`config.mk`:
```
export PLATFORM = sky130hd
export DESIGN_NAME = onehot_rr_arbiter
export DESIGN_NICKNAME = d
export VERILOG_FILES = /design/src/rtl/onehot_rr_arbiter.sv
export SDC_FILE = /design/constraint.sdc
export NUM_CORES = 1
export LEC_CHECK = 0
export ABC_AREA = 1
export CORE_MARGIN = 5
export CORE_UTILIZATION = 52
export CTS_CLUSTER_DIAMETER = 200
export DETAILED_ROUTE_END_ITERATION = 8
export PLACE_DENSITY = 0.76
export SKIP_LAST_GASP = 1
export SYNTH_ARGS = -nofsm -noshare
export SYNTH_HDL_FRONTEND = slang
export SYNTH_SLANG_ARGS = --single-unit
```
`constraint.sdc`:
```
create_clock -name clk -period 1.67 [get_ports clk]
set_input_delay 0.334 -clock clk [delete_from_list [all_inputs] [get_ports clk]]
set_output_delay 0.334 -clock clk [all_outputs]
set_load 0.005 [all_outputs]
```
`src/rtl/onehot_rr_arbiter.sv`:
```
// Four-requester round-robin arbiter with registered one-hot grant,
// owner-controlled release and a hold-time limit that forces release.
module onehot_rr_arbiter #(
  parameter int unsigned HOLD_MAX = 8
) (
  input  logic       clk,
  input  logic       rst,
  input  logic [3:0] req,
  input  logic       done,
  output logic [3:0] gnt,
  output logic       gnt_valid,
  output logic       preempt
);

  localparam int unsigned HW = $clog2(HOLD_MAX + 1);

  typedef enum logic {
    IDLE  = 1'b0,
    GRANT = 1'b1
  } state_t;

  state_t          state, state_nx;
  logic [1:0]      ptr, ptr_nx;
  logic [1:0]      own, own_nx;
  logic [HW-1:0]   hcnt, hcnt_nx;
  logic [3:0]      gnt_nx;
  logic            gnt_valid_nx;
  logic            preempt_nx;
  logic [1:0]      win;
  logic            owner_req;
  logic            timeout;
  logic            release_req;

  assign owner_req   = req[own];
  assign timeout     = (hcnt == HW'(HOLD_MAX));
  assign release_req = done | ~owner_req | timeout;

  // First requester at or after ptr; descending scan lets the nearest one win.
  always_comb begin
    win = ptr;
    for (int i = 3; i >= 0; i--) begin
      if (req[ptr + 2'(i)]) win = ptr + 2'(i);
    end
  end

  always_ff @(posedge clk or posedge rst) begin
    if (rst) begin
      state     <= IDLE;
      ptr       <= 2'd0;
      own       <= 2'd0;
      hcnt      <= '0;
      gnt       <= 4'b0000;
      gnt_valid <= 1'b0;
      preempt   <= 1'b0;
    end else begin
      state     <= state_nx;
      ptr       <= ptr_nx;
      own       <= own_nx;
      hcnt      <= hcnt_nx;
      gnt       <= gnt_nx;
      gnt_valid <= gnt_valid_nx;
      preempt   <= preempt_nx;
    end
  end

  always_comb begin
    state_nx     = state;
    ptr_nx       = ptr;
    own_nx       = own;
    hcnt_nx      = hcnt;
    gnt_nx       = gnt;
    gnt_valid_nx = gnt_valid;
    preempt_nx   = 1'b0;
    case (state)
      IDLE: begin
        if (req != 4'b0000) begin
          state_nx     = GRANT;
          own_nx       = win;
          gnt_nx       = 4'b0001 << win;
          gnt_valid_nx = 1'b1;
          hcnt_nx      = HW'(1);
        end
      end
      GRANT: begin
        if (release_req) begin
          state_nx     = IDLE;
          gnt_nx       = 4'b0000;
          gnt_valid_nx = 1'b0;
          ptr_nx       = own + 2'd1;
          hcnt_nx      = '0;
          // Only a pure timeout counts as preemption.
          preempt_nx   = timeout & ~done & owner_req;
        end else begin
          hcnt_nx = hcnt + HW'(1);
        end
      end
      default: state_nx = IDLE;
    endcase
  end

endmodule

```
==> reports/metrics.yaml, run 1 <==
synth:
  ys_warn_count: 0
  synthTopCellsByArea: "dfrtp_1 40%, nand2_1 15%, nand3_1 8.6%"
  synth_top_area_cell: "dfrtp_1"
  synth_top_area_share_pct: 40.4
  seq_area_frac_synth_pct: 40.4
  avgSynthCellArea_um2: 7.31
  syn_inst: 127
  syn_nets: 136
  synth.distinct_cells: 21
  yosys_register_bits: 15
  syn_area_um2: 928
placement:
  port_buffers: 12
  dp_hpwl_um: 1550
  dp.cells: 169
  gp_congestion: 0.889
cts:
  cts_buffers: 3
  cts.clk_slew.worst_paths_ns: 0.09
  clockBufferDepth: 2
  worstSkewPairLatency_ns: 0.29
  clock_sinks: 15
  cts_tree: "done"
  cts-root-buf: "clkbuf_4"
  h-tree-depth: 1
critical_path:
  ff2ff_path_depth: 12
  rr_endpoint: "gnt[1]"
  r2r_start: "ptr[0]"
  worstPathArrival_ns: 1.71
  r2r_slack_ns: 0.20
  endpoint_kind: "register"
  cp_max_fo: 7
  worstSetupStartpointType: "input pin"
  path_class: "in -> reg"
  crit_required_ns: 1.85
floorplanning:
  io_pins: 13
  die_w_um: 52.3
  start_util_pct: 54.4
  rows: 15
  coreArea_um2: 1710
  fp.dieH_um: 52.3
  die_area_um2: 2730
worst_hold_path:
  worstHoldPathType: "in -> async"
timing:
  setup_viol: 0
  max-slew-margin-rel_pct: 62.8
  fmax_ghz: 0.651
  layout_min_cycle_time_ns: 1.54
  skew_ns: 0.00448
  rsz0062_at_grt: "no"
  worst-slew-pin-transition_ns: 0.558
  holdWs_ns: 0.382
  finalHoldViolations: 0
  period_share_pct: 91.9
  drv_slew: 0
global_route:
  antenna_found_initial: 0
  use_met3_pct: 3.99
  grt_max_degree: 16
  grt_first_pass_wirelength_um: 3680
  grt_overflow_total: 0
  met1_usage_pct: 22.5
  grt_pass1_vias: 903
  grt-busiest-layer: "met2"
  grtUsageMet2_pct: 29.9
  grt_use_total_pct: 17.6
power:
  irDropWorstVdd_mv: 0.847
  p_int_mw: 1.05
  p_leak_nw: 0.607
  p_sw_mw: 0.985
  swShare_pct: 48.4
  pwr-share-comb_pct: 57.6
  p_per_area_nw_per_um2: 1760
  pwr-share-clk_pct: 10.4
  p_seq_share_pct: 32.0
drt:
  drc: 0
  drt-total-wl_um: 2030
  first_pass_iters: 4
  drtIter0Drc: 16
  routed_via_density: 5.00
  route.vias.total: 865
  wire_per_inst_um: 11.7
  final_antenna_net_count: 0
run:
  cap_violations: 0
final_layout:
  diodes: 0
  final_cells: 173
  layout-drive-gt1-share_pct: 22.3
  syn2layout_area_growth_pct: 24.5
  final_nets: 158
run_status:
  status: "finished clean"
timing repair:
item	4_1_cts	5_1_grt
buffers inserted	0	0
endpoints found under the setup margin	0	6
hold buffers	0	0
resized for setup	0	5
cells in the mapped netlist (all sizes together):
master and count:
nand2 46, inv 21, nand3 16, dfrtp 15, o21ai 10, nor2 6
a21oi 2, ha 2, o211ai 2, o22ai 2, a21boi 1, buf 1
nor4 1, xnor2 1, xor2 1
cell families (layout without fill, tap and decap cells):
family / count (synthesis) / count (layout) / share of synthesized area, %
AOI/OAI and AO/OA: 17 / 17 / 11.0
and+or+nand+nor: 69 / 69 / 34.0
xor gates and xnor gates: 2 / 2 / 1.89
DFF: 15 / 15 / 40.4
buffers and inverters: 22 / 43 / 9.97
adders and majority gates: 2 / 2 / 2.69
layer usage:
metal	wire length (um)	vias up	share of wire [%]
li1	-	444	-
met1	978	387	48
met2	917	28	45
met3	98	6	4.8
met4	33	0	1.6
met5	0	-	0
layout by cell type, fill, tap and decap left out, types with 2 or more instances in the layout:
cell             count
o22ai_1              2
dfrtp_1             14
buf_4                6
nand2_2             10
clkdlybuf4s50_1     10
nor2_1               5
ha_1                 2
inv_2                5
dlymetal6s2s_1       2
nand3_1             15
o21ai_1              8
inv_1               15
clkbuf_4             3
nand2_1             36
o211ai_1             2
metrics by stage:
step | worst slack [ns] | cell area, um^2 | util (%) | total power [mW] | setup TNS, ns
final | 0.135 | 1160 | 67.7 | 2.04 | 0
after global routing | 0.00395 | 1160 | 67.7 | 2.25 | 0
after CTS | 0.0922 | 1140 | 66.8 | 2.02 | 0
after detailed placement | -0.205 | 1110 | 65.2 | 1.80 | -1.60
after global placement | -0.175 | 1110 | 65.2 | 1.76 | -0.942
after floorplan | 0.372 | 928 | - | 1.48 | 0
critical path, cell delays in order:
cell and delay, ns:
clkdlybuf4s50_1 0.53, buf_4 0.13, o211ai_1 0.08, a21oi_2 0.19
nand2_1 0.08, nand2_2 0.15, inv_2 0.07, o21ai_1 0.08
o21ai_1 0.08
worst max-delay path by stage:
| stage | from | slack [ns] | to |
|---|---|---|---|
| floorplan | ptr[0] | 0.37 | own[0] |
| global placement | req[1] | -0.17 | ptr[1] |
| detailed placement | req[1] | -0.20 | ptr[1] |
| CTS | req[1] | 0.09 | ptr[1] |
| global route | req[3] | 0.004 | gnt[1] |
| finish | req[2] | 0.13 | ptr[1] |
sequential cells by signal, summed over array words and instances, names as in the netlist:
name	flops
gnt	4
preempt	1
ptr	2
gnt_valid	1
state	1
hcnt	4
own	2
final cells by class:
class,instances,area (um^2)
inverter,21,81.3
fill,151,552
clock inverter,1,5.00
multi-input combinational,90,469
clock buffer,3,22.5
sequential,15,377
tap,25,31.3
timing repair buffer,18,170
power by group through the flow:
stage	clock, mW	sequential (mW)	combinational [mW]
6_report	0.212	0.651	1.17
5_1_grt	0.224	0.669	1.35
4_1_cts	0.214	0.641	1.17
3_5_place_dp	0	0.645	1.15
3_3_place_gp	0	0.642	1.11
2_1_floorplan	0	0.594	0.887
Power figures use the tool's default switching activity.
==> run 2, diff against run 1 <==
--- a/config.mk
+++ b/config.mk
@@ -6,11 +6,13 @@
 export NUM_CORES = 1
 export LEC_CHECK = 0
 export ABC_AREA = 1
+export CORE_ASPECT_RATIO = 0.7
 export CORE_MARGIN = 5
-export CORE_UTILIZATION = 52
+export CORE_UTILIZATION = 47
 export CTS_CLUSTER_DIAMETER = 200
 export DETAILED_ROUTE_END_ITERATION = 8
-export PLACE_DENSITY = 0.76
+export HOLD_SLACK_MARGIN = 0.1
+export PLACE_DENSITY = 0.73
 export SKIP_LAST_GASP = 1
 export SYNTH_ARGS = -nofsm -noshare
 export SYNTH_HDL_FRONTEND = slang
==> constraint.sdc (replaced) <==
create_clock -name clk -period 1.4 [get_ports clk]
set_input_delay 0.28 -clock clk [delete_from_list [all_inputs] [get_ports clk]]
set_output_delay 0.28 -clock clk [all_outputs]
set_load 0.005 [all_outputs]
==> reports/metrics.yaml, run 2 (synthesis results as in run 1) <==
cts:
  cts_buffers: 3  # unchanged
  cts_hold_buf: 0  # unchanged
  clockBufferDepth: 2  # unchanged
  clock_sinks: 15  # unchanged
  cts_tree: "done"  # unchanged
  worstSkewPairLatency_ns: 0.29  # about the same
  cts-root-buf: "clkbuf_4"  # unchanged
  cts.clk_slew.worst_paths_ns: 0.09  # about the same
  h-tree-depth: 1  # unchanged
floorplanning:
  rows: 13  # was 15
  coreArea_um2: 1870  # was 1710 um^2
  start_util_pct: 49.6  # was 54.4%
  die_area_um2: 2980  # was 2730 um^2
  fp.dieH_um: 47.2  # was 52.3 um
  io_pins: 13  # unchanged
  die_w_um: 63.1  # was 52.3 um
critical_path:
  r2r_slack_ns: -0.11  # was 0.20 ns
  rr_endpoint: "gnt[3]"  # was gnt[1]
  crit_required_ns: 1.63  # was 1.85 ns
  r2r_start: "ptr[0]"  # unchanged
  crit_start: "ptr[0]"  # was req[2]
  path_class: "reg -> reg"  # was in -> reg
  cp_max_fo: 5  # was 7
  endpoint_kind: "register"  # unchanged
  ff2ff_path_depth: 10  # was 12
  worstSetupStartpointType: "register"  # was input pin
  worstPathArrival_ns: 1.75  # was 1.71 ns
placement:
  dp_hpwl_um: 1580  # was 1550 um
  port_buffers: 12  # unchanged
  gp_congestion: 0.812  # was 0.889
  placed_cell_area_um2: 1120  # was 1110 um^2
  pre_cts_slack_ns: -0.390  # was -0.205 ns
global_route:
  grt_max_degree: 16  # unchanged
  grt_overflow_total: 0  # unchanged
  grt_use_total_pct: 16.9  # was 17.6%
  grt_first_pass_wirelength_um: 3840  # was 3680 um
  antenna_found_initial: 0  # unchanged
  grt_pass1_vias: 884  # was 903
worst_hold_path:
  worstHoldPathType: "in -> async"  # unchanged
power:
  p_per_area_nw_per_um2: 2260  # was 1760 nW/um^2
  p_leak_nw: 0.681  # was 0.607 nW
  irDropWorstVdd_mv: 1.51  # was 0.847 mV
timing:
  fmax_ghz: 0.660
  rsz0062_at_grt: "yes"  # was no
  worst-slew-pin-transition_ns: 0.304  # was 0.558 ns
  holdWs_ns: 0.286  # was 0.382 ns
  skew_ns: 0.00296  # was 0.00448 ns
  layout_min_cycle_time_ns: 1.51
  setup_ws_ns: -0.114  # was 0.135 ns
  finalHoldViolations: 0  # unchanged
  setup_viol: 7  # was 0
  period_share_pct: 108
  drv_slew: 0  # unchanged
  max-slew-margin-rel_pct: 79.6  # was 62.8%
final_layout:
  syn2layout_area_growth_pct: 42.0  # was 24.5%
  final_common_cell: "nand2_1"  # unchanged
  seqCellArea_um2: 378  # was 377 um^2
  fin_area_um2: 1320  # was 1160 um^2
  final_nets: 166  # was 158
  reg_top3: "gnt x4, hcnt x4"  # unchanged
  multi_input_area_um2: 566  # was 469 um^2
  nFillCells: 140  # was 151
  layout-drive-gt1-share_pct: 38.5  # was 22.3%
  diodes: 0  # unchanged
  layout_common_cells: "25 x nand2_1, 18 x nand2_2, 14 x inv_1"  # was 36 x nand2_1, 15 x inv_1, 15 x nand3_1
drt:
  final_antenna_net_count: 0  # unchanged
  wire_per_inst_um: 13.1  # was 11.7 um
  route.vias.total: 944  # was 865
  drtIter0Drc: 43  # was 16
  first_pass_iters: 4  # unchanged
  drt-total-wl_um: 2330  # was 2030 um
  routed_via_density: 5.30  # was 5.00
  drc: 0  # unchanged
run:
  cap_violations: 0  # unchanged
run_status:
  failed_checks: "negative setup slack"
  status: "finished with violations"  # was finished clean
[run 2: changes by cell type in the layout (fill, tap and decap cells not counted), sizes merged]
cell           change
inv                -1
buf                +8
clkbuf             +1
dlygate4sd2        +9
clkdlybuf4s50      -7
dlymetal6s2s       -2
[run 2: metal layers]
layer,track usage (%),part of all wire [%],vias to the layer above
met5,0,0,-
met4,4.24,1.4,0
met3,7.66,5.6,6
met2,26.0,45,24
met1,22.0,48,449
li1,-,-,465
[run 2: worst max-delay path, cell delays in order, from the launching register on]
cell     delay [ns]
dfrtp_2        0.44
buf_6          0.14
o21ai_4        0.18
nand2_2        0.09
nand2_1        0.07
nand2_1        0.07
nand2_2        0.07
nand3_1        0.13
nand2_4        0.13
nand3_2        0.07
nand2_1        0.07
[run 2: timing repair]
action / in CTS / in global routing
cloned: 0 / 0
setup buffers: 5 / 1
resized for setup: 28 / 17
pin swaps: 6 / 11
setup endpoints to repair: 13 / 8
[run 2: per-stage QoR]
step / instances / util (%) / TNS, ns / total power [mW]
6_report: 178 / 70.5 / -0.620 / 2.98
4_1_cts: 177 / 67.0 / -0.105 / 2.70
2_1_floorplan: 127 / - / 0 / 1.77
3_5_place_dp: 168 / 60.1 / -4.19 / 2.19
5_1_grt: 178 / 70.5 / -1.30 / 3.23
3_3_place_gp: 168 / 60.1 / -3.93 / 2.14
[run 2: how the worst max path moves through the flow]
stage / to / cells past startpoint
final: gnt[3] / 10
after global routing: gnt[3] / 10
after CTS: gnt[3] / 13
after detailed placement: own[0] / 12
after global placement: gnt[2] / 9
after floorplan: own[0] / 11
[run 2: final cells by class]
type	instances	share of cell area, %
sequential	15	28.7
inverter	21	6.93
multi-input combinational	90	42.9
tap	22	2.09
timing repair buffer	26	17.5
clock buffer	4	1.99
[run 2: where the power goes]
group          internal (mW)  switching, mW  total (mW)
logic                  0.823           1.15        1.98
registers              0.590          0.171       0.761
clock network          0.111          0.138       0.249
==> run 3, diff against run 2 <==
--- a/config.mk
+++ b/config.mk
@@ -6,6 +6,7 @@
 export NUM_CORES = 1
 export LEC_CHECK = 0
 export ABC_AREA = 1
+export CAP_MARGIN = 10
 export CORE_ASPECT_RATIO = 0.7
 export CORE_MARGIN = 5
 export CORE_UTILIZATION = 47
==> results of run 3 <==
No change in the layout: final DEF, timing and power equal those of run 2.
